**src/rtl/vga_fb_arbiter_if.sv**
```systemverilog
// Raster, writer, clear-engine and pixel-RAM signals around vga_fb_arbiter.
// The arbiter uses the slave modport; the requester/RAM/timing side uses master.
interface vga_fb_arbiter_if #(
    parameter int ADDR_W = 15
);
    logic [9:0]        pixel_x;
    logic [9:0]        pixel_y;
    logic              wr_req;
    logic [ADDR_W-1:0] wr_addr;
    logic [2:0]        wr_data;
    logic              wr_ack;
    logic              clr_start;
    logic [2:0]        clr_color;
    logic              clr_busy;
    logic              ram_en;
    logic              ram_we;
    logic [ADDR_W-1:0] ram_addr;
    logic [2:0]        ram_wdata;
    logic [2:0]        ram_rdata;
    logic [2:0]        rgb;

    modport slave (
        input  pixel_x, pixel_y, wr_req, wr_addr, wr_data, clr_start, clr_color, ram_rdata,
        output wr_ack, clr_busy, ram_en, ram_we, ram_addr, ram_wdata, rgb
    );

    modport master (
        output pixel_x, pixel_y, wr_req, wr_addr, wr_data, clr_start, clr_color, ram_rdata,
        input  wr_ack, clr_busy, ram_en, ram_we, ram_addr, ram_wdata, rgb
    );
endinterface

```
**src/rtl/vga_fb_arbiter.sv**
```systemverilog
// Pixel-RAM arbiter: display fetch slots > clear engine > external writer, one access per cycle.
// Define VGA_ARB_VBLANK_WR_EN to restrict clear/writer grants to vertical blanking.
module vga_fb_arbiter #(
    parameter int ADDR_W = 15,
    parameter int FB_W   = 160,
    parameter int FB_H   = 120
) (
    input  logic clk,
    input  logic reset,
    vga_fb_arbiter_if.slave bus
);
    localparam int CELLS = FB_W * FB_H;
    localparam logic [ADDR_W-1:0] LAST = ADDR_W'(CELLS - 1);

    typedef enum logic {IDLE, CLEAR} state_t;

    state_t            state;
    logic [ADDR_W-1:0] sweep;
    logic [2:0]        color;
    logic              busy;
    logic [2:0]        pix_hold;
    logic [2:0]        rgb_q;

    logic [9:0]        dx, dy;
    logic [ADDR_W-1:0] row_a, col_a, disp_addr;
    logic              y_act, slot, cap, win_next, grant_ok, clr_go, wr_go, wr_in_range;

    assign dx = bus.pixel_x - 10'd142;
    assign dy = bus.pixel_y - 10'd35;

    assign y_act    = (bus.pixel_y >= 10'd35) && (bus.pixel_y <= 10'd514);
    assign slot     = y_act && (bus.pixel_x >= 10'd142) && (bus.pixel_x <= 10'd778) && (dx[1:0] == 2'd0);
    assign cap      = y_act && (bus.pixel_x >= 10'd143) && (bus.pixel_x <= 10'd779) && (dx[1:0] == 2'd1);
    // rgb is loaded one cycle ahead, so the window is tested against the next pixel.
    assign win_next = y_act && (bus.pixel_x >= 10'd143) && (bus.pixel_x <= 10'd782);

`ifdef VGA_ARB_VBLANK_WR_EN
    assign grant_ok = !slot && !y_act;
`else
    assign grant_ok = !slot;
`endif

    // row*160 as two shifts
    assign row_a     = ADDR_W'(dy >> 2);
    assign col_a     = ADDR_W'(dx >> 2);
    assign disp_addr = (row_a << 7) + (row_a << 5) + col_a;

    assign clr_go      = (state == CLEAR) && grant_ok;
    assign wr_go       = (state == IDLE) && grant_ok && bus.wr_req;
    assign wr_in_range = bus.wr_addr < ADDR_W'(CELLS);

    always_comb begin
        bus.ram_en    = 1'b0;
        bus.ram_we    = 1'b0;
        bus.ram_addr  = '0;
        bus.ram_wdata = '0;
        bus.wr_ack    = 1'b0;
        if (!reset) begin
            if (slot) begin
                bus.ram_en   = 1'b1;
                bus.ram_addr = disp_addr;
            end else if (clr_go) begin
                bus.ram_en    = 1'b1;
                bus.ram_we    = 1'b1;
                bus.ram_addr  = sweep;
                bus.ram_wdata = color;
            end else if (wr_go) begin
                bus.wr_ack = 1'b1;
                if (wr_in_range) begin
                    bus.ram_en    = 1'b1;
                    bus.ram_we    = 1'b1;
                    bus.ram_addr  = bus.wr_addr;
                    bus.ram_wdata = bus.wr_data;
                end
            end
        end
    end

    always_ff @(posedge clk or posedge reset) begin
        if (reset) begin
            state    <= IDLE;
            sweep    <= '0;
            color    <= '0;
            busy     <= 1'b0;
            pix_hold <= '0;
            rgb_q    <= '0;
        end else begin
            case (state)
                IDLE: if (bus.clr_start) begin
                    color <= bus.clr_color;
                    sweep <= '0;
                    busy  <= 1'b1;
                    state <= CLEAR;
                end
                CLEAR: if (clr_go) begin
                    if (sweep == LAST) begin
                        sweep <= '0;
                        busy  <= 1'b0;
                        state <= IDLE;
                    end else begin
                        sweep <= sweep + 1'b1;
                    end
                end
                default: state <= IDLE;
            endcase

            if (cap)
                pix_hold <= bus.ram_rdata;
            rgb_q <= win_next ? (cap ? bus.ram_rdata : pix_hold) : 3'd0;
        end
    end

    assign bus.clr_busy = busy;
    assign bus.rgb      = rgb_q;
endmodule

```
**src/flat_wrapper.sv**
```systemverilog
// flat-port wrapper written by rule: the top's interface ports become plain ports
module vga_fb_arbiter_flat 
#(
    parameter int ADDR_W = 15,
    parameter int FB_W   = 160,
    parameter int FB_H   = 120
)
  (clk, reset, bus_pixel_x, bus_pixel_y, bus_wr_req, bus_wr_addr, bus_wr_data, bus_clr_start, bus_clr_color, bus_ram_rdata, bus_wr_ack, bus_clr_busy, bus_ram_en, bus_ram_we, bus_ram_addr, bus_ram_wdata, bus_rgb);
  vga_fb_arbiter_if #(.ADDR_W(ADDR_W)) bus_i ();
  input  logic clk;
  input  logic reset;
  input wire logic [$bits(bus_i.pixel_x)-1:0] bus_pixel_x;
  input wire logic [$bits(bus_i.pixel_y)-1:0] bus_pixel_y;
  input wire logic [$bits(bus_i.wr_req)-1:0] bus_wr_req;
  input wire logic [$bits(bus_i.wr_addr)-1:0] bus_wr_addr;
  input wire logic [$bits(bus_i.wr_data)-1:0] bus_wr_data;
  input wire logic [$bits(bus_i.clr_start)-1:0] bus_clr_start;
  input wire logic [$bits(bus_i.clr_color)-1:0] bus_clr_color;
  input wire logic [$bits(bus_i.ram_rdata)-1:0] bus_ram_rdata;
  output wire logic [$bits(bus_i.wr_ack)-1:0] bus_wr_ack;
  output wire logic [$bits(bus_i.clr_busy)-1:0] bus_clr_busy;
  output wire logic [$bits(bus_i.ram_en)-1:0] bus_ram_en;
  output wire logic [$bits(bus_i.ram_we)-1:0] bus_ram_we;
  output wire logic [$bits(bus_i.ram_addr)-1:0] bus_ram_addr;
  output wire logic [$bits(bus_i.ram_wdata)-1:0] bus_ram_wdata;
  output wire logic [$bits(bus_i.rgb)-1:0] bus_rgb;
  assign bus_i.pixel_x = bus_pixel_x;
  assign bus_i.pixel_y = bus_pixel_y;
  assign bus_i.wr_req = bus_wr_req;
  assign bus_i.wr_addr = bus_wr_addr;
  assign bus_i.wr_data = bus_wr_data;
  assign bus_i.clr_start = bus_clr_start;
  assign bus_i.clr_color = bus_clr_color;
  assign bus_i.ram_rdata = bus_ram_rdata;
  assign bus_wr_ack = bus_i.wr_ack;
  assign bus_clr_busy = bus_i.clr_busy;
  assign bus_ram_en = bus_i.ram_en;
  assign bus_ram_we = bus_i.ram_we;
  assign bus_ram_addr = bus_i.ram_addr;
  assign bus_ram_wdata = bus_i.ram_wdata;
  assign bus_rgb = bus_i.rgb;
  vga_fb_arbiter #(.ADDR_W(ADDR_W), .FB_W(FB_W), .FB_H(FB_H)) u_core (.clk(clk), .reset(reset), .bus(bus_i));
endmodule
```
**config.mk**
```make
export PLATFORM = sky130hd
export DESIGN_NAME = vga_fb_arbiter_flat
export DESIGN_NICKNAME = d
export VERILOG_FILES = /design/src/rtl/vga_fb_arbiter_if.sv /design/src/rtl/vga_fb_arbiter.sv /design/src/flat_wrapper.sv
export SDC_FILE = /design/constraint.sdc
export NUM_CORES = 1
export LEC_CHECK = 0
export CORE_MARGIN = 3
export CORE_UTILIZATION = 44
export DETAILED_ROUTE_END_ITERATION = 12
export PLACE_DENSITY = 0.78
export SETUP_SLACK_MARGIN = 0.3
export SYNTH_ARGS = -nofsm -noshare
export SYNTH_HDL_FRONTEND = slang
export SYNTH_SLANG_ARGS = --single-unit
```
**constraint.sdc**
```tcl
create_clock -name clk -period 5.1 [get_ports clk]
set_clock_uncertainty 0.05 [all_clocks]
set_input_delay 1.02 -clock clk [delete_from_list [all_inputs] [get_ports clk]]
set_output_delay 1.02 -clock clk [all_outputs]
set_load 0.01 [all_outputs]
```
After elaboration in Yosys (flattened, before gate mapping)
Cells that the tools add are included.
{ "totals": {"in_bits": 48, "out_inout_bits": 25, "word_cells": 76, "register_bits": 26} }
{ "classes": {"magnitude_cmp": 8, "bitwise_logic": 1, "n_addsub": 5, "mux": 35, "n_reduce_logical": 16, "n_eq_ne": 5} }
{ "op_table": {"columns": ["op", "count"], "rows": [
  ["15-bit 2-to-1 mux", 8],
  ["10-bit <= comparator, second input constant", 4],
  ["15-bit case mux with 2 select lines", 1],
  ["3-bit 2-to-1 mux", 7],
  ["10-bit by 8-bit greater-or-equal comparator with 1-bit output, second input constant", 2],
  ["1-bit 2-to-1 mux", 17],
  ["15-bit by 1-bit adder with 15-bit output, second input constant", 1],
  ["15-bit by 13-bit adder with 15-bit output", 1],
  ["15-bit by 8-bit adder with 15-bit output", 1],
  ["15-bit == test, second input constant", 1],
  ["15-bit < comparator, second input constant", 1],
  ["1-bit logical AND", 11],
  ["10-bit by 6-bit greater-or-equal comparator with 1-bit output, second input constant", 1],
  ["10-bit by 6-bit subtractor with 10-bit output, second input constant", 1],
  ["10-bit by 8-bit subtractor with 10-bit output, second input constant", 1],
  ["2-bit inequality test, second input constant", 3],
  ["1-bit case mux with 2 select lines", 2],
  ["2-bit AND reduction", 2],
  ["3-bit AND reduction", 1],
  ["2-bit by 1-bit == test with 1-bit output, second input constant", 1],
  ["2-bit logical NOT", 1],
  ["1-bit logical NOT", 1],
  ["1-bit inverter", 1]
]} }

Logic depth before layout (Yosys ltp)
Gate-level depths: netlist of run 1.
{ "logic_depth": {"ltp_word": 12, "depth_mapped": 14, "mapped_depth_nobuf": 14} }

Worst setup path before layout of run 1
No wires, ideal clock.
{ "synth_timing": {"path_kind": "input port to output port", "start": "input bus_pixel_x[1]", "end": "output bus_ram_addr[12]", "path_buffers": 0, "cell_stages": 13, "required_ns": 4.030, "slack_ns": -0.347, "t_arrival_ns": 4.377, "path_cell_list": "ha_1 -> a2111oi_2 -> inv_1 -> a21oi_1 -> xnor2_1 -> fa_1 -> fa_1 -> nor2b_1 -> o21ai_0 -> a21boi_0 -> o21a_1 -> nor4_1 -> a2111oi_0"} }
{ "synth_between": {"elab_chain_cells": 11, "word_cells_on_any_way": 16, "classes_between": "add/sub (2); order compare (2); mux (4); reduce/logical (8)"} }
{ "synth_lines": {"columns": ["item", "line_no", "source"], "rows": [
  ["start, declared", "flat_wrapper.sv:12", "input wire logic [$bits(bus_i.pixel_x)-1:0] bus_pixel_x;"],
  ["parallel branches: the longest is 9 deep, another holds 15-bit by 8-bit adder with 15-bit output", null, null],
  ["15-bit 2-to-1 mux *", "vga_fb_arbiter.sv:59", "if (slot) begin"],
  ["15-bit 2-to-1 mux *", "vga_fb_arbiter.sv:58", "if (!reset) begin"],
  ["end, declared", "flat_wrapper.sv:24", "output wire logic [$bits(bus_i.ram_addr)-1:0] bus_ram_addr;"]
]} }
Mark *: on every way between the ends.

Worst setup path after layout of run 1
{ "layout_timing": {"start": "input bus_pixel_x[2]", "end": "output bus_ram_addr[12]"} }
The elaborated chain is that of the path after synthesis.

==> summary.md, run 1 <==
| Metric | Value |
|---|---|
| Failing checks | `setup timing` |
| Detailed-routing iteration count for the pre-antenna-repair pass | `4` |
| Total leakage power | `1.80 nW` |
| Most used flip-flop cell after synthesis | `sky130_fd_sc_hd__dfrtp_1` |
| Dpl hpwl | `6420 µm` |
| Die width | `82.2 µm` |
| Layout overhead on the synthesized area | `57.4%` |
| Transition time at the pin with the least slew margin | `0.808 ns` |
| Die Footprint | `6760 µm²` |
| Final WS setup | `-0.0481 ns` |
| Starting utilization of the core area | `0.459` |
| Maximum frequency from static timing analysis | `194 MHz` |
| Instance count of the mapped netlist | `299` |
| Mean Syn Cell Area | `8.55 µm²` |
| Final Cycle Share | `1.01` |
| Die height | `82.2 µm` |
| Clock latency on the worst-skew pair | `0.28 ns` |
| Overall power of the completed layout | `0.897 mW` |
| Clock buffer depth | `2` |
| Total wire length | `8430 µm` |
| Share of synthesized flip-flops with an asynchronous set or reset | `1.00` |
| Overall Global Routing Usage | `0.242` |
| Wire length of the first global-routing pass | `12700 µm` |
| Number of warning messages in the yosys log | `0` |
| Nature of the critical path endpoint | `output port` |
| Post-Route Setup TNS | `-0.0756 ns` |
| Peak supply drop | `0.000187 V` |
| Yosys top cell by area | `sky130_fd_sc_hd__dfrtp_1` |
| Crit start category | `primary input` |
| Via count | `2860` |
| Unrepaired setup endpoints after global routing | `yes` |
| Remaining global-route overflow | `0` |
| Sequential-to-total area share from yosys stat | `0.255` |
| Origin of the worst setup path | `bus_pixel_x[2]` |
| Residual DRC count | `0` |
| Minimum clock period after layout | `5.15 ns` |
| Count of pins on the block boundary | `73` |
| Hold Vio Cnt, Final | `0` |
| Leading post-synthesis cells by cell area | `sky130_fd_sc_hd__dfrtp_1, sky130_fd_sc_hd__ha_1, sky130_fd_sc_hd__a211oi_1` |
| Max FO, Critical Path | `2` |
| Setup CP Type | `in2out` |
| Number of standard-cell rows in the floorplan | `27` |
| Number of unique standard cell types used by synthesis | `56` |
| Data arrival time of the critical path | `4.08 ns` |
| H-Tree Level Count | `1` |
| Initial antenna violation count | `0` |
| Critical register-to-register path startpoint | `u_core.state` |
| Number of nets produced by synthesis | `364` |
| Hold_buf cts | `0` |
| Final setup vio count | `2` |
| Number of port buffers | `72` |
| Number of synthesized register bits | `26` |
| Number of enable-type register cells in the synthesized netlist | `0` |
| Placeable core area | `5570 µm²` |
| Maximum number of pins on one net before global-route repair | `28` |
| Layout cells sized above 1 | `0.299` |
| Power per standard cell area | `223 nW/µm²` |
| Type of the tightest min-delay check | `reg2reg` |
| Via/cell ratio | `5.75` |
| Tightest slew margin relative to the limit | `0.462` |
| Result of the run | `complete, but fails checks` |
| Diode count | `0` |
| Max capacitance violation total | `0` |
| Clock slew at the register clock pins of the worst setup and hold paths | `0.09 ns` |
| Post-DR wirelength/cell | `17.0 µm` |
| Number of global-route vias before repair | `2801` |
| Final number of max-transition violations | `0` |
| Detailed Route Iter0 Violations | `167` |
| Final RePlAce weighted congestion | `0.921` |
| Final net count | `491` |
| Area share of the leading cell type in the synthesized netlist | `0.255` |
| Antenna viol nets, final | `0` |
| Beginning of the worst hold path | `u_core.pix_hold[1]` |
| TritonCTS clock tree | `yes` |
| Final-layout fill cell count | `459` |
| Critical Path RT | `4.03 ns` |
| Cts bufs inserted | `3` |
| Clk root buf | `sky130_fd_sc_hd__clkbuf_8` |
| Number of sinks on the clock net | `26` |
| Post-synthesis instance area | `2560 µm²` |
[synthesized netlist by cell type (7+ instances only)]
master and instances:
sky130_fd_sc_hd__a21oi_1 20, sky130_fd_sc_hd__o31ai_1 9, sky130_fd_sc_hd__nand3_1 7, sky130_fd_sc_hd__xnor2_1 10
sky130_fd_sc_hd__a211oi_1 17, sky130_fd_sc_hd__dfrtp_1 26, sky130_fd_sc_hd__nor2b_1 10, sky130_fd_sc_hd__ha_1 15
sky130_fd_sc_hd__xor2_1 9, sky130_fd_sc_hd__inv_1 14, sky130_fd_sc_hd__or3_1 7, sky130_fd_sc_hd__nand2_1 19
sky130_fd_sc_hd__nor2_1 17, sky130_fd_sc_hd__mux2i_1 11, sky130_fd_sc_hd__mux2_2 7, sky130_fd_sc_hd__o21ai_0 15
sky130_fd_sc_hd__nor3_1 8
[final cells by class]
class | instances | area, µm² | area share
multi-input combinational | 245 | 2000 | 0.496
clock buffer | 4 | 55.1 | 0.0137
sequential | 26 | 651 | 0.162
timing repair buffer | 136 | 1180 | 0.293
inverter | 14 | 52.6 | 0.0131
tap | 72 | 90.1 | 0.0224
[per-layer routing]
metal / vias to the layer above / GRT usage / share of wire
li1: 1368 / - / -
met5: - / 0 / 0
met1: 1376 / 0.303 / 0.41
met4: 0 / 0.123 / 0.032
met2: 95 / 0.415 / 0.51
met3: 21 / 0.0184 / 0.050
[flip-flops by register name, indices dropped and copies added, names as in the netlist]
register / flops
u_core.pix_hold: 3
u_core.bus.clr_busy: 1
u_core.sweep: 15
u_core.color: 3
u_core.state: 1
u_core.bus.rgb: 3
[final timing paths]
kind	endpoint	slack (ns)	depth (start not counted)
worst max register to register	u_core.sweep[4]	2.80	4
worst min register to register	u_core.pix_hold[1]	0.45	1
worst min-delay path	u_core.pix_hold[1]	0.45	1
max in group asynchronous	u_core.sweep[14]	3.54	3
worst max-delay path	bus_ram_addr[12]	-0.05	15
min in group asynchronous	u_core.sweep[11]	1.20	3
[cell usage in the layout, fill, tap and decap left out, types with 9 or more instances in the layout]
master / n
sky130_fd_sc_hd__dlygate4sd2_1: 12
sky130_fd_sc_hd__clkdlybuf4s50_1: 46
sky130_fd_sc_hd__ha_1: 11
sky130_fd_sc_hd__dfrtp_1: 26
sky130_fd_sc_hd__nand2_1: 18
sky130_fd_sc_hd__xor2_1: 9
sky130_fd_sc_hd__a21oi_1: 17
sky130_fd_sc_hd__mux2i_1: 11
sky130_fd_sc_hd__o21ai_0: 10
sky130_fd_sc_hd__nor2b_1: 9
sky130_fd_sc_hd__a211oi_1: 14
sky130_fd_sc_hd__buf_4: 61
sky130_fd_sc_hd__nor2_1: 15
sky130_fd_sc_hd__inv_1: 13
[critical path, cell delays in order]
cell and delay [ns]:
sky130_fd_sc_hd__buf_8 0.10, sky130_fd_sc_hd__ha_4 0.16, sky130_fd_sc_hd__a2111oi_4 0.30, sky130_fd_sc_hd__inv_1 0.12
sky130_fd_sc_hd__a21oi_2 0.20, sky130_fd_sc_hd__xnor2_2 0.11, sky130_fd_sc_hd__fa_1 0.58, sky130_fd_sc_hd__fa_2 0.23
sky130_fd_sc_hd__nor2b_1 0.05, sky130_fd_sc_hd__o21ai_1 0.15, sky130_fd_sc_hd__a21boi_1 0.10, sky130_fd_sc_hd__o21a_1 0.19
sky130_fd_sc_hd__o211a_1 0.21, sky130_fd_sc_hd__a2111oi_2 0.34, sky130_fd_sc_hd__buf_2 0.20
[stage by stage]
stage / setup WS (ns) / hold WS, ns / cell area, µm² / util / std cells
2_1_floorplan: 0.280 / 0.416 / 2600 / - / 299
3_3_place_gp: -0.751 / 0.423 / 3790 / 0.679 / 485
3_5_place_dp: -0.912 / 0.432 / 3790 / 0.679 / 485
4_1_cts: -0.0660 / 0.453 / 3920 / 0.702 / 494
5_1_grt: -0.165 / 0.469 / 4020 / 0.722 / 497
6_report: -0.0481 / 0.452 / 4020 / 0.722 / 497
[power breakdown]
part	internal [mW]	switching, mW	leakage [nW]
Sequential	0.248	0.0482	0.330
Combinational	0.250	0.215	1.44
Clock	0.0692	0.0667	0.0288
Total	0.567	0.330	1.80
[repair_timing]
| item | 4_1_cts | 5_1_grt |
|---|---|---|
| pin swaps | 29 | 25 |
| buffers inserted | 5 | 3 |
| endpoints found under the setup margin | 21 | 8 |
| gates resized for setup | 80 | 24 |
[kinds of logic after synthesis]
family          Yosys count  synth area share
simple gates             97             0.205
compound gates           94             0.260
buf+inv                  28            0.0524
flops                    26             0.255
xor+xnor                 19            0.0651
mux                      18            0.0739
fa+ha+maj                17            0.0891
(Power assumes the default switching activity.)
==> run 2, diff against run 1 <==
--- a/config.mk
+++ b/config.mk
@@ -7,6 +7,7 @@
 export LEC_CHECK = 0
 export CORE_MARGIN = 3
 export CORE_UTILIZATION = 44
+export CTS_CLUSTER_DIAMETER = 60
 export DETAILED_ROUTE_END_ITERATION = 12
 export PLACE_DENSITY = 0.78
 export SETUP_SLACK_MARGIN = 0.3
==> results of run 2 <==
Same layout as run 1: the final DEF is identical, and so are final timing and power.
